**config.mk**
```make
export PLATFORM = sky130hd
export DESIGN_NAME = wg_rule_match
export DESIGN_NICKNAME = d
export VERILOG_FILES = /design/src/rtl/wg_pkg.sv /design/src/rtl/wg_rule_match.sv
export SDC_FILE = /design/constraint.sdc
export NUM_CORES = 1
export LEC_CHECK = 0
export CAP_MARGIN = 20
export CORE_AREA = 8 8 629 631
export DETAILED_ROUTE_END_ITERATION = 8
export DIE_AREA = 0 0 637 639
export PLACE_DENSITY_LB_ADDON = 0.25
export SYNTH_ARGS = -nofsm -noshare
export SYNTH_HDL_FRONTEND = slang
export SYNTH_SLANG_ARGS = --single-unit
export TNS_END_PERCENT = 100
```
**constraint.sdc**
```tcl
create_clock -name vclk -period 4.8
set_clock_uncertainty 0.15 [all_clocks]
set_input_delay 0.48 -clock vclk [all_inputs]
set_output_delay 0.48 -clock vclk [all_outputs]
set_load 0.05 [all_outputs]
```
**src/rtl/wg_pkg.sv**
```systemverilog
`default_nettype none
// ---------------------------------------------------------------------------
// wg_pkg : shared WorldGuard widths, permission encoding and rule/error types
// Rev 1.0
// ---------------------------------------------------------------------------
package wg_pkg;

    localparam int AddrWidth      = 64;
    localparam int DataWidth      = 64;
    localparam int BeWidth        = DataWidth / 8;
    localparam int NWorlds        = 128;
    localparam int WidWidth       = $clog2(NWorlds);
    localparam int PermWidth      = 2 * NWorlds;
    localparam int NrRules        = 4;
    localparam int IdxWidth       = $clog2(NrRules);
    localparam int MaxOutstanding = 7;
    localparam int CntWidth       = $clog2(MaxOutstanding + 1);

    typedef enum logic {
        PERM_R = 1'b0,
        PERM_W = 1'b1
    } wg_perm_e;

    typedef struct packed {
        logic [AddrWidth-1:0] base;
        logic [AddrWidth-1:0] top;
        logic [PermWidth-1:0] perm;
    } wg_rule_t;

    typedef struct packed {
        logic [AddrWidth-1:0] addr;
        logic [WidWidth-1:0]  wid;
        logic                 we;
    } wg_err_t;

    // Bit 2*wid is the read permission, 2*wid+1 the write permission.
    function automatic logic [WidWidth:0] perm_bit(input logic [WidWidth-1:0] wid,
                                                   input wg_perm_e            op);
        return {wid, op};
    endfunction

endpackage
`default_nettype wire

```
**src/rtl/wg_rule_match.sv**
```systemverilog
`default_nettype none
// ---------------------------------------------------------------------------
// wg_rule_match : combinational lowest-index-wins WorldGuard rule matcher
// Rev 1.0
// ---------------------------------------------------------------------------
module wg_rule_match import wg_pkg::*; (
    input  logic                        en_i,
    input  logic [AddrWidth-1:0]        addr_i,
    input  logic [WidWidth-1:0]         wid_i,
    input  logic                        we_i,
    input  wg_rule_t [NrRules-1:0]      rules_i,
    output logic                        allowed_o,
    output logic                        hit_o,
    output logic [IdxWidth-1:0]         hit_idx_o
);

    logic [NrRules-1:0] rule_hit;
    logic               perm_ok;

    // An empty or inverted region (top <= base) can never satisfy both bounds.
    for (genvar i = 0; i < NrRules; i++) begin : g_hit
        assign rule_hit[i] = (addr_i >= rules_i[i].base) && (addr_i < rules_i[i].top);
    end

    always_comb begin
        hit_o     = 1'b0;
        hit_idx_o = '0;
        perm_ok   = 1'b0;
        for (int i = NrRules - 1; i >= 0; i--) begin
            if (rule_hit[i]) begin
                hit_o     = 1'b1;
                hit_idx_o = IdxWidth'(i);
                perm_ok   = rules_i[i].perm[perm_bit(wid_i, wg_perm_e'(we_i))];
            end
        end
    end

    assign allowed_o = !en_i || (hit_o && perm_ok);

endmodule
`default_nettype wire

```
Yosys cells after proc, flatten, opt, wreduce, memory -nomap -nowiden
Cells that the tools add are included.
{"block": "classes", "order_cmp": 9, "muxes": 20, "n_reduce_logical": 7}
{"operator": "64-bit greater-or-equal comparator", "count": 4}
{"operator": "64-bit < comparator", "count": 4}
{"operator": "1-bit binary-select mux with 8-bit select", "count": 4}
{"operator": "1-bit two-way mux", "count": 12}
{"operator": "8-bit by 9-bit < comparator with 1-bit output (second input constant)", "count": 1}
{"operator": "2-bit two-way mux", "count": 4}
{"operator": "1-bit logical AND", "count": 5}
{"operator": "1-bit zero test", "count": 1}
{"operator": "1-bit logical OR", "count": 1}
{"block": "totals", "reg_bits": 0, "inputBits": 1609, "output_inout_bits": 4, "wordCells": 36}

Depth between registers and ports, before layout
Gate-level depths: netlist of run 1.
{"block": "depth", "word_depth": 8, "ltp_mapped": 14, "ltp_nobuf": 11}

Worst setup path before layout of run 1
OpenSTA, ideal clock, no wires.
{"block": "synth_timing", "path_kind": "in2out", "start": "in rules_i[291] (netlist bit)", "end": "out allowed_o", "arrival_time_ns": 3.215, "t_required_ns": 4.170, "path_slack_ns": 0.955, "stages": 11, "n_path_buf": 0, "path_cell_list": "inv_1 ha_1 and3_1 a221o_1 a21oi_1 o21ai_0 a2111oi_0 a21oi_1 nor3b_1 o32ai_1 a31oi_1"}
{"block": "synth_via", "elab_chain_len": 5, "elab_cells_between_ends": 6, "cone_classes": "order compare: 1; mux: 2; reduce/logical: 3"}
{"element": "start: declaration", "line": "wg_rule_match.sv:11", "source": "input wg_rule_t [NrRules-1:0] rules_i,"}
{"element": "64-bit < comparator *", "line": "wg_rule_match.sv:22", "source": "assign rule_hit[i] = (addr_i >= rules_i[i].base) && (addr_i < rules_i[i].top);"}
{"element": "1-bit logical AND *", "line": "wg_rule_match.sv:22"}
{"element": "1-bit two-way mux", "line": "wg_rule_match.sv:30", "source": "if (rule_hit[i]) begin"}
{"element": "1-bit logical AND *", "line": "wg_rule_match.sv:38", "source": "assign allowed_o = !en_i || (hit_o && perm_ok);"}
{"element": "1-bit logical OR *", "line": "wg_rule_match.sv:38"}
{"element": "end: declaration", "line": "wg_rule_match.sv:12", "source": "output logic allowed_o,"}
Mark *: on every way between the ends. The rest lies on a longest branch, timed or not.

Worst setup path in the final report of run 1
{"block": "layout_timing", "start": "in addr_i[4]", "end": "out hit_idx_o[1]"}
{"block": "layout_via", "elab_chain_len": 6, "elab_cells_between_ends": 16, "cone_classes": "order compare: 8; mux: 4; reduce/logical: 4"}
{"element": "start: declaration", "line": "wg_rule_match.sv:8", "source": "input logic [AddrWidth-1:0] addr_i,"}
{"element": "64-bit greater-or-equal comparator or 64-bit < comparator (tied branches)", "line": "wg_rule_match.sv:22"}
{"element": "1-bit logical AND", "line": "wg_rule_match.sv:22"}
{"element": "2-bit two-way mux (3 in series)", "line": "wg_rule_match.sv:30"}
{"element": "2-bit two-way mux *", "line": "wg_rule_match.sv:30"}
{"element": "end: declaration", "line": "wg_rule_match.sv:14", "source": "output logic [IdxWidth-1:0] hit_idx_o"}
Marked as above.

==> summary.md, run 1 <==
| Metric | Value |
|---|---|
| Clkbuf count | `0` |
| Fmax | `216 MHz` |
| Largest area contributor in the netlist | `ha_1` |
| Final hold viol count | `0` |
| FF+latch count | `0` |
| Cell area after synthesis | `0.0213 mm2` |
| Mapped Cells | `about 2.5k` |
| PD cells | `between 80 and 90 mW/mm2` |
| Hold path cells | `8` |
| Initial antenna violation count | `~120` |
| First-pass GRT wire length | `slightly above 300 mm` |
| Yosys warning count | `0` |
| Starting Density | `5.52%` |
| Die height | `about 640 um` |
| Least-Margin Pin Slew | `1020 ps` |
| Syn_nets | `around 4.6k` |
| # rows | `228` |
| Setup crit start kind | `input pin` |
| Core Region | `0.385 mm2` |
| DRC Markers | `0` |
| Max Slew Vio Count | `0` |
| Top Metal Used | `met5` |
| PortBufs | `about 1.6k` |
| Final period util | `96.5%` |
| Post-synth top cells | `516 x inv_1, 508 x ha_1, 237 x mux4_2, 159 x a21oi_1, 121 x nand2_1` |
| Reg area | `0 um2` |
| CP Data Required Time | `4170 ps` |
| Finished Core Util | `12.2%` |
| Worst hold path type | `input pin to output port` |
| Total grt overflow | `0` |
| Count leader, synth | `inv_1` |
| Leak pwr | `just under 20 nW` |
| Endpoints failing setup | `0` |
| Tot GR Track Use | `around 11%` |
| # IOs | `1,613` |
| Wire per inst | `25.7 um` |
| MaxCap Viol Count | `0` |
| Critical Path AT | `~4000 ps` |
| Synthesized area per cell | `approximately 8.5 um2` |
| Full die area | `0.407 mm2` |
| DR iter-0 viols | `1,205` |
| Vias in the first global route | `between 30k and 40k` |
| Rel. slew slack | `31.3%` |
| Placer Congestion | `around 0.87` |
| Crit path kind | `input pin to output port` |
| WL met3 | `12.1 mm` |
| Crit-path max FO | `7` |
| Top post-synthesis cells by area | `ha_1 30%, mux4_2 25%, inv_1 9.1%` |
| WL met1 | `between 80 and 90 mm` |
| Pin count of the biggest net entering global routing | `47` |
| Cell variety after synth | `65` |
| Antenna-violating nets left | `0` |
| Hold buffer count at CTS | `0` |
| Period minus WS final | `between 4000 and 5000 ps` |
| Vias | `between 20k and 30k` |
| DR vias/cell | `slightly above 3` |
| WHS | `just over 2000 ps` |
| Outcome | `finished, final reports clean` |
| CP Capture Type | `output port` |
| Met2 Routed Length | `133 mm` |
| Drt total wl | `243 mm` |
| Area Growth Syn to Fin | `121%` |
| Layout cells sized above 1 | `between 15 and 20%` |
| Sequential fraction of the synthesis area | `0%` |
| Fin Setup TNS | `0 ps` |
| DR pass1 iterations | `6` |
| Final HPWL DP | `between 200 and 250 mm` |
| Nets | `6,461` |
| Yosys top cell area share | `29.9%` |
| Peak supply drop | `between 0.06 and 0.07 mV` |
| Die Width | `637 um` |
power breakdown:
part             internal [W]  switching [W]  leakage (nW)
Combinational         0.00234        0.00184          19.2
Clock          0.000000000520              0      0.000321
Sequential                  0              0             0
Total                 0.00234        0.00184          19.2
final cells by class:
| class | count | area (um2) |
|---|---|---|
| diodes | 51 | 128 |
| fillers | 43900 | 338000 |
| inverters | 517 | 1940 |
| multi-input cells | 1881 | 19400 |
| well taps | 5060 | 6330 |
| repair buffers | 1944 | 19300 |
path summary, 6_finish.rpt:
check	from	to	slack, ps
worst max-delay path	addr_i[4]	hit_idx_o[1]	170
worst min-delay path	wid_i[6]	allowed_o	2030
per-stage QoR:
step / instances / cell area, um2 / total power [W] / worst slack [ps]
final: 9453 / 47100 / 0.00417 / 170
after detailed placement: 9393 / 46400 / 0.00424 / -724
after CTS: 9403 / 46900 / 0.00433 / 3.19
after global placement: 9393 / 46400 / 0.00421 / -776
after floorplan: 2492 / 21300 / 0.00144 / 955
after global routing: 9437 / 47000 / 0.00455 / -4.46
cells by family after synthesis:
logic type	after synthesis	share of synthesized area [%]
buf+inv	611	11.5
fa+ha+maj	508	29.9
mux	347	30.3
compound gates	562	17.1
simple gates	464	11.1
layout by cell type, fill, tap and decap left out, drive strengths merged, types with 10 or more instances in the layout:
cell type / count
a211oi: 40
a21o: 68
a21oi: 159
a221oi: 42
a22oi: 22
a31oi: 22
buf: 342
clkdlybuf4s50: 1571
diode: 51
dlygate4sd2: 28
ha: 508
inv: 516
mux2i: 106
mux4: 237
nand2: 121
nand2b: 17
nand3: 67
nand4: 87
nor2: 70
nor2b: 19
nor3: 25
nor4: 14
o2111ai: 10
o211ai: 15
o21ai: 113
routing by layer:
layer / vias up / track usage [%]
met5: - / 0
li1: 13200 / -
met3: 241 / 2.02
met2: 1188 / 22.4
met4: 50 / 2.77
met1: 13800 / 12.1
critical path, cell delays in order:
cell and delay [ps]:
clkdlybuf4s50_1 480, buf_6 180, ha_1 310, a21o_1 170, a2111oi_2 350, o21ai_1 150, a211o_1 330, a211oi_2 240
buf_4 180, o211ai_1 140, nor3b_1 180, buf_4 170, nor2b_4 140, buf_4 150, nor2b_4 180, buf_12 150
repair_timing:
action / in CTS / in global routing
endpoints found under the setup margin: 4 / 4
gates resized for setup: 125 / 18
pin swaps: 20 / 15
endpoints found under the hold margin: 0 / 0
setup buffers: 11 / 0
Power figures use the tool's default switching activity.
==> run 2: changes to the inputs <==
CAP_MARGIN = not set   (was 20)
==> results of run 2 <==
No change in the layout: final DEF, timing and power equal those of run 1.
==> run 3: changes to the inputs <==
CORE_AREA = 8 8 631 633   (was 8 8 629 631)
DIE_AREA = 0 0 639 641   (was 0 0 637 639)
DONT_BUFFER_PORTS = 1   (was not set)
==> run 3 against run 2 <==
- the flow now finishes with violations (slew limit, setup timing)
- worst hold slack got worse by 510 ps
- utilization fell by 4.8 points
- critical path depth fell by 6
- clock-buffer cell count did not move
- combinational power fell by 46%
- maximum frequency fell by 8.0%
- wire length fell by 8.6%
- via count fell by 22%
- die area rose by 0.63%
- total power fell by 46%
- largest cell class unchanged
- largest power group unchanged
- highest routed layer unchanged
==> summary.md, run 3 (synthesis results as in run 1) <==
| Metric | Value |
|---|---|
| Outcome | `complete, but fails checks (was finished, final reports clean)` |
| Failing checks | `slew limit, setup timing` |
| Tot GR Track Use | `10.1% (was 11.3%)` |
| Antenna-violating nets left | `0 (unchanged)` |
| Final HPWL DP | `205 mm (was 229 mm)` |
| Leak pwr | `11.5 nW (was 19.2 nW)` |
| Reg area | `0 um2 (unchanged)` |
| Placer Congestion | `0.941 (was 0.872)` |
| Crit-path max FO | `304 (was 7)` |
| PD cells | `78.4 mW/mm2 (was 88.6 mW/mm2)` |
| WHS | `1520 ps (was 2030 ps)` |
| Setup WS pre-CTS | `-242 ps (was -724 ps)` |
| Most frequent cells in the layout | `515 x inv_1, 508 x ha_1, 237 x mux4_2 (was 1,571 x clkdlybuf4s50_1, 511 x inv_1, 503 x ha_1)` |
| Starting Density | `5.48% (was 5.52%)` |
| Vias | `22.3k (was 28.5k)` |
| Area Growth Syn to Fin | `34.7% (was 121%)` |
| Core Region | `0.388 mm2 (was 0.385 mm2)` |
| Setup crit start kind | `input pin (unchanged)` |
| Total grt overflow | `0 (unchanged)` |
| Peak supply drop | `0.0357 mV (was 0.0649 mV)` |
| Number of fill cells | `45.5k (was 43.9k)` |
| Leading cell type in the layout, fill and taps excluded | `inv_1 (was clkdlybuf4s50_1)` |
| CP Capture Type | `output port (unchanged)` |
| Nets | `4,625 (was 6,461)` |
| Endpoints failing setup | `1 (was 0)` |
| # rows | `229 (was 228)` |
| DR vias/cell | `2.85 (was 3.02)` |
| Wire per inst | `28.4 um (was 25.7 um)` |
| Least-Margin Pin Slew | `1700 ps (was 1020 ps)` |
| Final worst slack | `-234 ps (was 170 ps)` |
| DR iter-0 viols | `1,570 (was 1,205)` |
| Final hold viol count | `0 (unchanged)` |
| CP Data Required Time | `4170 ps (about the same)` |
| MaxCap Viol Count | `0 (unchanged)` |
| Clkbuf count | `0 (unchanged)` |
| Die Width | `639 um (was 637 um)` |
| Die height | `641 um (was 639 um)` |
| FF+latch count | `0 (unchanged)` |
| Cell Area, Placed | `0.0283 mm2 (was 0.0464 mm2)` |
| Crit path kind | `input pin to output port (unchanged)` |
| Fmax | `199 MHz (was 216 MHz)` |
| Layout cells sized above 1 | `15.9% (was 15.4%)` |
| Worst hold path type | `input pin to output port (unchanged)` |
| Cell area after layout | `0.0286 mm2 (was 0.0471 mm2)` |
| Post-CTS Setup Bufs | `0 (was 11)` |
| RSZ-0062 raised after global routing | `false` |
| Max Slew Vio Count | `95 (was 0)` |
| DRC Markers | `0 (unchanged)` |
| First-pass GRT wire length | `269 mm (was 308 mm)` |
| Vias in the first global route | `23.7k (was 31.7k)` |
| CP cell instances | `mux4_2, nand2_1, nand3_1, o21ai_1, nor3_1, or4_1, buf_4, nand4b_1, a31oi_2, buf_12 (was clkdlybuf4s50_1, buf_6, ha_1, a21o_1, a2111oi_2, o21ai_1, a211o_1, a211oi_2, buf_4, o211ai_1, nor3b_1, buf_4, nor2b_4, buf_4, nor2b_4, buf_12)` |
| Delay of the slowest critical-path stage | `1170 ps (was 480 ps)` |
| # IOs | `1,613 (unchanged)` |
| Final period util | `105% (was 96.5%)` |
| Critical Path AT | `4400 ps (was 4000 ps)` |
| Period minus WS final | `5030 ps (was 4630 ps)` |
| Total power | `0.00225 W (was 0.00417 W)` |
| Full die area | `0.410 mm2 (was 0.407 mm2)` |
| PortBufs | `0 (was 1,613)` |
| Slowest CP cell | `mux4_2 (was clkdlybuf4s50_1)` |
| Rel. slew slack | `-13.3% (was 31.3%)` |
| Initial antenna violation count | `130 (was 124)` |
| Drt total wl | `222 mm (was 243 mm)` |
| DR pass1 iterations | `5 (was 6)` |
| Pin count of the biggest net entering global routing | `305 (was 47)` |
## run 3: changes by cell type in the layout (fill, tap and decap cells not counted), sizes merged
cell,previous run,this run
clkdlybuf4s50,1571,0
buf,342,108
diode,51,100
dlygate4sd2,28,0
dlymetal6s2s,2,0
clkbuf,1,0
## run 3: what timing repair did
action,in CTS,in global routing
resized for setup,11,1
hold buffers,0,0
endpoints found under the setup margin,1,1
## run 3: routing by layer
layer	global-route usage, %	vias to the layer above	wire [um]
met5	0.245	-	368
met4	2.61	54	6990
met3	2.01	239	12200
met2	20.0	1307	122000
met1	10.7	11100	80600
li1	-	9600	-
## run 3: area by class of cell
cell class	instances	area (um2)	share of cell area, %
multi-input cells	1881	19000	66.4
well taps	5197	6500	22.7
inverters	517	1940	6.79
repair buffers	108	930	3.25
diodes	100	250	0.874
## run 3: power breakdown
group / switching, W / total [W] / internal [W]
registers: 0 / 0 / 0
clock network: 0 / 0.00000000275 / 0.00000000275
logic: 0.00123 / 0.00225 / 0.00102
total: 0.00123 / 0.00225 / 0.00102
## run 3: worst paths after layout
check / to / from / depth (start not counted) / slack (ps)
worst max-delay path: allowed_o / we_i / 10 / -230
worst min-delay path: allowed_o / en_i / 4 / 1520
## run 3: critical path: cells and delay by family
family,cells,cell delay (ps)
compound gates,2,420
buf+inv,2,440
mux,1,1170
simple gates,5,1120
## run 3: through the flow
step                std cells  util (%)  setup TNS [ps]
floorplan                2492         -               0
global placement         7700      7.29           -4070
detailed placement       7703      7.31            -242
CTS                      7703      7.32               0
global route             7781      7.37               0
finish                   7803      7.39            -234
